===== src/rtl/uart_pkg.sv =====
// Shared UART definitions: bit-timing default, receiver FSM encoding and
// counter sizing helper used by both the receiver and the transmitter.
package uart_pkg;

  localparam int unsigned CLKS_PER_BIT_DEF = 217;
  localparam int unsigned DATA_BITS        = 8;
  localparam int unsigned IDX_W            = 3;

  typedef enum logic [1:0] {
    ST_IDLE  = 2'd0,
    ST_START = 2'd1,
    ST_DATA  = 2'd2,
    ST_STOP  = 2'd3
  } uart_rx_state_e;

  // Bits needed to hold cpb-1 without wrapping inside one bit period.
  function automatic int unsigned cnt_width(input int unsigned cpb);
    return (cpb > 1) ? $clog2(cpb) : 1;
  endfunction

endpackage


===== src/rtl/sync_2ff.sv =====
// Two-flop synchronizer for a single asynchronous input bit.
module sync_2ff #(
  parameter logic RST_VAL = 1'b0
) (
  input  logic clk,
  input  logic rstn,
  input  logic d,
  output logic q
);

  logic meta_q;
  logic sync_q;

  always_ff @(posedge clk or negedge rstn) begin
    if (!rstn) begin
      meta_q <= RST_VAL;
      sync_q <= RST_VAL;
    end else begin
      meta_q <= d;
      sync_q <= meta_q;
    end
  end

  assign q = sync_q;

endmodule


===== src/rtl/uart_rx.sv =====
// 8N1 UART receiver: mid-bit sampling FSM with a single-entry output holding
// register, framing-error pulse and sticky overrun flag.
module uart_rx
  import uart_pkg::*;
#(
  parameter int unsigned CLKS_PER_BIT = CLKS_PER_BIT_DEF
) (
  input  logic       clk,
  input  logic       rstn,
  input  logic       rx_data,
  input  logic       rd_ack,
  output logic [7:0] dout,
  output logic       dout_valid,
  output logic       frame_err,
  output logic       overrun,
  output logic       busy
);

  localparam int unsigned    CNT_W    = cnt_width(CLKS_PER_BIT);
  localparam logic [CNT_W-1:0] CNT_HALF = CNT_W'((CLKS_PER_BIT - 1) / 2);
  localparam logic [CNT_W-1:0] CNT_LAST = CNT_W'(CLKS_PER_BIT - 1);
  localparam logic [IDX_W-1:0] IDX_LAST = IDX_W'(DATA_BITS - 1);

  logic rx_s;

  uart_rx_state_e       state_q, state_d;
  logic [CNT_W-1:0]     cnt_q, cnt_d;
  logic [IDX_W-1:0]     idx_q, idx_d;
  logic [DATA_BITS-1:0] shift_q, shift_d;
  logic [DATA_BITS-1:0] dout_q, dout_d;
  logic                 valid_q, valid_d;
  logic                 ferr_q, ferr_d;
  logic                 ovr_q, ovr_d;
  logic                 stop_good_c;

  sync_2ff #(.RST_VAL(1'b1)) u_sync (
    .clk  (clk),
    .rstn (rstn),
    .d    (rx_data),
    .q    (rx_s)
  );

  // State and datapath registers.
  always_ff @(posedge clk or negedge rstn) begin
    if (!rstn) begin
      state_q <= ST_IDLE;
      cnt_q   <= '0;
      idx_q   <= '0;
      shift_q <= '0;
      dout_q  <= '0;
      valid_q <= 1'b0;
      ferr_q  <= 1'b0;
      ovr_q   <= 1'b0;
    end else begin
      state_q <= state_d;
      cnt_q   <= cnt_d;
      idx_q   <= idx_d;
      shift_q <= shift_d;
      dout_q  <= dout_d;
      valid_q <= valid_d;
      ferr_q  <= ferr_d;
      ovr_q   <= ovr_d;
    end
  end

  // Next-state, bit timing and output-holding logic.
  always_comb begin
    state_d     = state_q;
    cnt_d       = cnt_q;
    idx_d       = idx_q;
    shift_d     = shift_q;
    dout_d      = dout_q;
    valid_d     = valid_q;
    ferr_d      = 1'b0;
    ovr_d       = ovr_q;
    stop_good_c = 1'b0;

    unique case (state_q)
      ST_IDLE: begin
        if (!rx_s) begin
          state_d = ST_START;
          cnt_d   = '0;
        end
      end

      ST_START: begin
        if (cnt_q == CNT_HALF) begin
          cnt_d = '0;
          if (!rx_s) begin
            state_d = ST_DATA;
            idx_d   = '0;
          end else begin
            state_d = ST_IDLE;
          end
        end else begin
          cnt_d = cnt_q + CNT_W'(1);
        end
      end

      ST_DATA: begin
        if (cnt_q == CNT_LAST) begin
          cnt_d   = '0;
          shift_d = {rx_s, shift_q[DATA_BITS-1:1]};
          if (idx_q == IDX_LAST) begin
            state_d = ST_STOP;
          end else begin
            idx_d = idx_q + IDX_W'(1);
          end
        end else begin
          cnt_d = cnt_q + CNT_W'(1);
        end
      end

      ST_STOP: begin
        if (cnt_q == CNT_LAST) begin
          cnt_d   = '0;
          state_d = ST_IDLE;
          if (rx_s) begin
            stop_good_c = 1'b1;
          end else begin
            ferr_d = 1'b1;
          end
        end else begin
          cnt_d = cnt_q + CNT_W'(1);
        end
      end

      default: begin
        state_d = ST_IDLE;
        cnt_d   = '0;
      end
    endcase

    // Consumer handshake; a completing byte takes priority over the ack.
    if (valid_q && rd_ack) begin
      valid_d = 1'b0;
    end
    if (rd_ack) begin
      ovr_d = 1'b0;
    end
    if (stop_good_c) begin
      dout_d  = shift_q;
      valid_d = 1'b1;
      if (valid_q && !rd_ack) begin
        ovr_d = 1'b1;
      end
    end
  end

  assign dout       = dout_q;
  assign dout_valid = valid_q;
  assign frame_err  = ferr_q;
  assign overrun    = ovr_q;
  assign busy       = (state_q != ST_IDLE);

endmodule


===== config.mk =====
export PLATFORM = sky130hd
export DESIGN_NAME = uart_rx
export DESIGN_NICKNAME = d
export VERILOG_FILES = /design/src/rtl/uart_pkg.sv /design/src/rtl/sync_2ff.sv /design/src/rtl/uart_rx.sv
export SDC_FILE = /design/constraint.sdc
export NUM_CORES = 1
export LEC_CHECK = 0
export BUFFER_PORTS_ARGS = -buffer_cell sky130_fd_sc_hd__buf_2
export CAP_MARGIN = 20
export CORE_MARGIN = 3
export CORE_UTILIZATION = 55
export CTS_CLUSTER_DIAMETER = 150
export DETAILED_ROUTE_END_ITERATION = 16
export PLACE_DENSITY = 0.75
export SYNTH_ARGS = -nofsm -noshare
export SYNTH_HDL_FRONTEND = slang
export SYNTH_SLANG_ARGS = --single-unit

===== constraint.sdc =====
create_clock -name clk -period 4.5 [get_ports clk]
set_input_delay 1.125 -clock clk [delete_from_list [all_inputs] [get_ports clk]]
set_output_delay 1.125 -clock clk [all_outputs]
set_load 0.01 [all_outputs]

==> key figures, run 1 <==
Status
  • Run status: completed

Logic synthesis
  • Library cell with the highest instance count after synthesis: dfrtp_1
  • Avg Cell Area, Syn: roughly 12 µm²
  • Ranking of synthesized cells by area: dfrtp_1 (51%), mux2_2 (12%), dfstp_2 (3.3%), nand2_1 (3.3%), ha_1 (3.2%)
  • Cell variety after synth: 39
  • Flops & latches, synth: 34
  • Library cell occupying the most area in the post-synthesis netlist: dfrtp_1
  • Area share of the largest cell type after synthesis: roughly 51%
  • Top FF cell, synth: dfrtp_1
  • Number of enable-type register cells in the synthesized netlist: 0
  • Ys async rst share: between 90% and 100%
  • Most frequent cells after synthesis: dfrtp_1 (32), mux2_2 (17), nand2_1 (14), nor2_1 (8)
  • Gate count after technology mapping: ~130
  • Cell area after synthesis: 1573 µm²
  • Synth Warn #: 0
  • Sequential-to-total area share from yosys stat: between 50% and 60%
  • Total nets after synthesis: between 100 and 150

Detailed routing
  • Detailed-router iteration count before antenna repair: 4
  • Total vias in the final route: between 1000 and 1500
  • Starting DRT DRC Count: 32
  • Number of vias per cell after detailed routing: just under 6
  • Number of nets with antenna violations after routing: 0
  • Routed length per instance: between 10 and 15 µm
  • DRC violations left: 0
  • Total length of routed wires: roughly 2700 µm

Critical path
  • Combined buffer and inverter count along the critical path: 2
  • Cell family with the largest share of critical-path delay: flip-flops
  • Worst-path maximum fanout: 6
  • Count of cell instances traversed by the critical path: 3
  • Arrival time at the worst endpoint: 1.22 ns
  • Endpoint kind of the worst setup timing path: primary output
  • Worst setup slack for register-to-register paths: roughly 2.4 ns
  • R2R Path Start: cnt_q[0]
  • Required time at the worst-slack endpoint: 3.38 ns
  • Cell-by-cell listing of the critical path: inv_1, nand2_1, buf_2
  • Largest stage delay, worst path: ~0.44 ns
  • Slowest cell on the critical path: dfrtp_1
  • Kind of critical path: flop to primary output
  • Reg-to-Reg End: idx_q[2]
  • Startpoint class of the critical path: flop
  • FF-to-FF path depth: 6

Clock network
  • TritonCTS Sinks: 34
  • Count of H-tree levels built during CTS: 2
  • Post-CTS setup-driven buffer insertion count: 0
  • CTS tree: done
  • Post_cts resized: 0
  • Clock Root Buffer: clkbuf_4
  • Worst skew pair latency: about 0.33 ns
  • Buffer levels on the longest clock path: 2
  • CTS hold repair buffers: 0
  • Clock-pin slew on the worst setup and hold paths: around 0.1 ns
  • Number of buffers inserted during clock tree synthesis: 5

Power
  • Pwr per Cell Area: 312.6 nW/µm²
  • Tot Pwr: approximately 0.55 mW
  • Worst IR drop on VDD: ~0.30 mV
  • Leakage dissipation: 0.9045 nW

Placed design
  • IO Port Bufs: 15
  • Post-detail-place hpwl: around 2000 µm
  • Routability congestion estimate from global placement: 0.7414

STA
  • Final-report hold violation count: 0
  • Max Slew Vio Count: 0
  • Post-layout minimum cycle time: 2.341 ns
  • Worst slew pin tran: 0.7123 ns
  • Portion of the clock cycle consumed by the worst path in the final layout: a little over half
  • Final setup fails: 0
  • Post-Route Hold Slack: around 0.36 ns
  • Max frequency: around 430 MHz
  • Layout Skew: ~0.0050 ns
  • Unrepaired setup endpoints after global routing: no
  • Final-layout setup total negative slack: 0 ns
  • Worst slew margin relative to its limit: between 50% and 60%

Global route
  • Gr usage total: around 18%
  • First-pass GRT wire length: 4705 µm
  • Number of antenna violations at the first check in global routing: 0
  • Residual overflow from global routing: 0
  • Vias in the first global route: just under 1000
  • Largest net degree at the start of global routing: 35

Die
  • Die area: ~3500 µm²
  • Chip Height: 59.48 µm
  • Core region area: between 2000 and 3000 µm²
  • Num ports: 16
  • Floorplan die width: ~60 µm
  • Row cnt: 18
  • Initial standard-cell utilization of the core: between 60% and 70%

Run
  • Count of max-cap constraint violations: 0

Layout
  • Diodes inserted: 0
  • Share of final-layout standard cells stronger than drive strength 1: between 30% and 40%
  • Layout area overhead: 11.38%
  • Net total in the final layout: between 150 and 200

Min path
  • Startpoint of the worst hold path: u_sync.meta_q
  • Type of the tightest min-delay check: flop to flop
  • Endpoint, Worst Hold: u_sync.q
  • WHS Path Cells: 0
[state kept, by name, indices dropped and copies added, names as in the netlist, named ones only]
register       cells
cnt_q              8
idx_q              3
u_sync.meta_q      1
frame_err          1
u_sync.q           1
dout               8
overrun            1
dout_valid         1
shift_q            8
state_q            1
[placed cells by master, fill, tap and decap left out, types with 2 or more instances in the layout]
master	count
nand3_1	3
buf_2	15
ha_1	4
nor2_1	8
and3_1	2
nor3_1	2
nor2b_1	2
dfstp_2	2
o21ai_0	7
nand2_1	14
o22ai_1	4
o211ai_1	4
dfrtp_1	32
a21oi_1	2
clkbuf_4	5
inv_1	7
mux2_2	17
[how the worst max path moves through the flow]
stage          startpoint       end  slack [ns]
6_report             flop      busy        2.16
5_1_grt              flop      busy        2.06
4_1_cts              flop      busy        2.15
3_5_place_dp     cnt_q[0]  idx_q[2]        2.37
3_3_place_gp     cnt_q[0]  idx_q[2]        2.46
2_1_floorplan    cnt_q[0]  idx_q[2]        2.61
[report_power, final]
| group | internal (mW) | switching, mW | total, mW |
|---|---|---|---|
| Combinational | 0.00135 | 0.00650 | 0.00786 |
| Sequential | 0.307 | 0.000830 | 0.308 |
| Clock | 0.133 | 0.0992 | 0.232 |
[logic make-up after synthesis]
kind of cell	count (synthesis)	synth area share (%)
simple gates	43	16.39
flops	34	54.26
compound gates	25	10.50
mux	18	12.81
buf+inv	10	2.864
fa+ha+maj	4	3.182
[final cells by class]
type                            count  area [µm²]
Inverter                            7       26.28
Sequential cell                    34       853.3
Clock buffer                        7       55.05
Tap cell                           30       37.54
Fill cell                         206       838.3
Timing Repair Buffer               15       75.07
Clock inverter                      1       30.03
Multi-Input combinational cell     90       674.4
[per-stage QoR]
step | setup slack, ns | cells | utilization (%) | instance area [µm²]
after floorplan | 2.612 | 134 | - | 1573
after global placement | 2.461 | 176 | 64.35 | 1667
after detailed placement | 2.367 | 176 | 64.35 | 1667
after CTS | 2.155 | 184 | 67.63 | 1752
after global routing | 2.059 | 184 | 67.63 | 1752
final | 2.159 | 184 | 67.63 | 1752
[metal layers]
layer  share of wire (%)  up-vias  global-route usage [%]
met3                 4.2        5                   5.882
met5                   0        -                       0
met4                 2.1        0                   7.767
met1                  49      533                   24.89
met2                  45       17                   26.37
li1                    -      520                       -
No activity file was read; power rests on OpenSTA's default activity.
==> run 2: changes to the inputs <==
Settings changed: ABC_AREA from default to 1, CORE_UTILIZATION 55 to 51, PLACE_DENSITY 0.75 to 0.73.
Clock period 4.5 ns to 1.9 ns, I/O delays scaled along.
==> run 2 against run 1 <==
Against the previous run: die area rose by 6.0%; synthesized area is 1.0% lower; routed wire length rose by 2.8%; clock power grew 120%; global-route usage down 0.16 points; critical endpoint unchanged; final cell count is 27% higher; highest routed layer unchanged; register-to-register slack worse by 2.0 ns; first-iteration DRC count rose by 75%; setup slack worse by 1.9 ns; sequential share of layout area is 0.56 points higher.
==> key figures, run 2 <==
Clock network
  • Clock Root Buffer: clkbuf_4
  • CTS tree: done
  • Number of buffers inserted during clock tree synthesis: 5 (unchanged)
  • Count of H-tree levels built during CTS: 2 (unchanged)
  • Buffer levels on the longest clock path: 2 (unchanged)
  • Worst skew pair latency: 0.34 ns (about the same)
  • Clock-pin slew on the worst setup and hold paths: 0.10 ns (about the same)
  • Post_cts resized: 0 (unchanged)
  • CTS hold repair buffers: 0 (unchanged)
  • TritonCTS Sinks: 34 (unchanged)
  • Post-CTS setup-driven buffer insertion count: 0 (unchanged)

Die
  • Floorplan die width: 61.25 µm (+3.0%)
  • Num ports: 16 (unchanged)
  • Initial standard-cell utilization of the core: 55.02% (-5.7 points)
  • Die area: 3751 µm² (+6.0%)
  • Row cnt: 19 (+1)
  • Core region area: 2829 µm² (+9.2%)
  • Chip Height: 61.25 µm (+3.0%)

Logic synthesis
  • Ranking of synthesized cells by area: dfrtp_1 (51%), nand2_1 (16%), inv_1 (5.3%), o21ai_0 (3.9%), dfstp_2 (3.4%)
  • Sequential-to-total area share from yosys stat: 54.82% (+0.57 points)
  • Total nets after synthesis: 190 (+34%)
  • Synth Warn #: 0 (unchanged)
  • Share of synthesized cell area in and, or, nand and nor gates: 24.68% (+8.3 points)
  • Multiplexer area fraction after synthesis: 0% (-13 points)
  • Library cell with the highest instance count after synthesis: nand2_1
  • Compound-gate portion of the synthesized area: 8.762% (-1.7 points)
  • Most frequent cells after synthesis: nand2_1 (66), dfrtp_1 (32), inv_1 (22), nor2_1 (12), o21ai_0 (12)
  • Ys async rst share: 100.0% (unchanged)
  • Cell area after synthesis: 1556 µm² (-1.0%)
  • Top FF cell, synth: dfrtp_1
  • Library cell occupying the most area in the post-synthesis netlist: dfrtp_1
  • Post-Synth XOR/XNOR Area: 1.688% (+1.7 points)
  • Synthesized-area fraction occupied by adder cells: 3.215% (+0.033 points)
  • Gate count after technology mapping: 182 (+36%)
  • Area share of the largest cell type after synthesis: 51.45% (+0.53 points)
  • Cell variety after synth: 23 (-41%)
  • Combinational family with the most area after synthesis: simple AND/OR/NAND/NOR gates
  • Number of enable-type register cells in the synthesized netlist: 0 (unchanged)
  • Avg Cell Area, Syn: 8.552 µm² (-27%)
  • Flops & latches, synth: 34 (unchanged)

Global route
  • Largest net degree at the start of global routing: 35 (unchanged)
  • Residual overflow from global routing: 0 (unchanged)
  • First-pass GRT wire length: 4885 µm (+3.8%)
  • Vias in the first global route: 1129 (+14%)
  • Number of antenna violations at the first check in global routing: 0 (unchanged)
  • Gr usage total: 18.02% (-0.16 points)

STA
  • Post-layout minimum cycle time: between 1.5 and 2 ns
  • Max Slew Vio Count: 0 (unchanged)
  • Max frequency: about 620 MHz
  • Portion of the clock cycle consumed by the worst path in the final layout: 85.13%
  • Final-layout setup total negative slack: 0 ns (unchanged)
  • Layout Skew: 0.006987 ns (+0.001951 ns)
  • Worst slew margin relative to its limit: 52.48% (about the same)
  • Final setup fails: 0 (unchanged)
  • Final setup margin: 0.2825 ns (-1.877 ns)
  • Worst slew pin tran: 0.7128 ns (+0.0005584 ns)
  • Unrepaired setup endpoints after global routing: no
  • Final-report hold violation count: 0 (unchanged)

Layout
  • Leading cell type in the layout, fill and taps excluded: nand2_1
  • Count of fill cells added during filler insertion: 251 (+22%)
  • Highest-count cells in the layout ignoring fill and taps: nand2_1 (66), dfrtp_1 (32), inv_1 (22)
  • Diodes inserted: 0 (unchanged)
  • Share of final-layout standard cells stronger than drive strength 1: 17.73% (-14 points)
  • Layout area overhead: 11.25%
  • Net total in the final layout: 210 (+30%)
  • Final standard cell utilization of the core: 61.21% (-6.4 points)

Run
  • Count of max-cap constraint violations: 0 (unchanged)

Placed design
  • Post-detail-place hpwl: 2004 µm (+0.12%)
  • IO Port Bufs: 15 (unchanged)
  • Worst slack after detailed placement: 0.2972 ns (-2.070 ns)
  • Routability congestion estimate from global placement: 0.8388 (+13%)

Critical path
  • Worst-path maximum fanout: 6 (unchanged)
  • Required time at the worst-slack endpoint: 1.42 ns (-1.96 ns)
  • FF-to-FF path depth: 9 (+3)
  • R2R Path Start: cnt_q[0]
  • Worst setup slack for register-to-register paths: 0.31 ns (-2.04 ns)
  • Reg-to-Reg End: cnt_q[6]
  • Endpoint kind of the worst setup timing path: primary output
  • Slowest cell on the critical path: dfrtp_1
  • Cell-by-cell listing of the critical path: nor2_1, inv_1, buf_2
  • Combined buffer and inverter count along the critical path: 2 (unchanged)
  • Largest stage delay, worst path: 0.45 ns (about the same)
  • Cell family with the largest share of critical-path delay: flip-flops
  • Arrival time at the worst endpoint: 1.14 ns (-0.08 ns)
  • Kind of critical path: flop to primary output
  • Startpoint class of the critical path: flop

Detailed routing
  • Starting DRT DRC Count: 56 (+75%)
  • Number of vias per cell after detailed routing: 5.077 (-13%)
  • DRC violations left: 0 (unchanged)
  • Total length of routed wires: 2795 µm (+2.8%)
  • Total vias in the final route: 1188 (+11%)
  • Number of nets with antenna violations after routing: 0 (unchanged)
  • Detailed-router iteration count before antenna repair: 4 (unchanged)
  • Routed length per instance: 11.94 µm (-19%)

Power
  • Worst IR drop on VDD: 0.4840 mV (+63%)
  • Net switching component of the power: 0.2622 mW (+150%)
  • Combinational power share: 1.6% (+0.2 points)
  • Int Power: 1.003 mW (+130%)
  • Tot Pwr: 1.265 mW (+130%)
  • Share of power burned in registers: 57.6% (+1.4 points)
  • Part of the power in the clock network: 40.9% (-1.4 points)
  • Sw Ratio: 20.73% (+1.3 points)
  • Pwr per Cell Area: 730.4 nW/µm² (+130%)
  • Leakage dissipation: 0.9445 nW (+4.4%)

Min path
  • Type of the tightest min-delay check: primary input to asynchronous set/reset pin

Status
  • Run status: completed
## run 2: cell count changes after synthesis, sizes merged, moves of 4 or more
cell	delta
mux2	-17
o21ai	+8
o211ai	-4
inv	+17
nand2	+54
nor2	+6
## run 2: power groups by stage
stage	combinational (mW)	clock (mW)	sequential [mW]
4_1_cts	0.0212	0.536	0.728
2_1_floorplan	0.00352	0	0.742
3_5_place_dp	0.0212	0	0.742
6_report	0.0196	0.517	0.728
3_3_place_gp	0.0207	0	0.742
5_1_grt	0.0234	0.565	0.729
## run 2: cells by family after synthesis
group,Yosys count
simple gates,92
flops,34
buf+inv,26
compound gates,23
fa+ha+maj,4
xor+xnor,3
## run 2: area by class of cell
cell class              count  area, µm²  area share (%)
inverters                  24      90.09           5.202
clock buffers               5      37.54           2.168
multi-input cells         122      596.8           34.47
well taps                  31      38.79           2.240
clock inverters             3      40.04           2.312
flip-flops and latches     34      853.3           49.28
repair buffers             15      75.07           4.335
## run 2: worst max-delay path by stage
stage | slack, ns | cells after the start | endpoint | from
final | 0.28 | 3 | busy | state_q[0]
after global routing | 0.08 | 9 | cnt_q[6] | cnt_q[0]
after CTS | 0.26 | 3 | busy | state_q[0]
after detailed placement | 0.30 | 9 | cnt_q[6] | cnt_q[0]
after global placement | 0.35 | 9 | dout[4] | cnt_q[0]
after floorplan | 0.43 | 10 | dout[0] | cnt_q[0]
## run 2: routing by layer
| layer | GRT usage, % | part of all wire (%) |
|---|---|---|
| met5 | 0 | 0 |
| met1 | 22.88 | 47 |
| met3 | 5.870 | 4.5 |
| met2 | 28.25 | 46 |
| met4 | 7.740 | 2.1 |
## run 2: per-stage QoR
step | std cells | hold slack [ns] | cell area [µm²]
2_1_floorplan | 182 | 0.1794 | 1556
3_3_place_gp | 226 | 0.3462 | 1654
3_5_place_dp | 226 | 0.3490 | 1654
4_1_cts | 234 | 0.1952 | 1732
5_1_grt | 234 | 0.1952 | 1732
6_report | 234 | 0.1746 | 1732
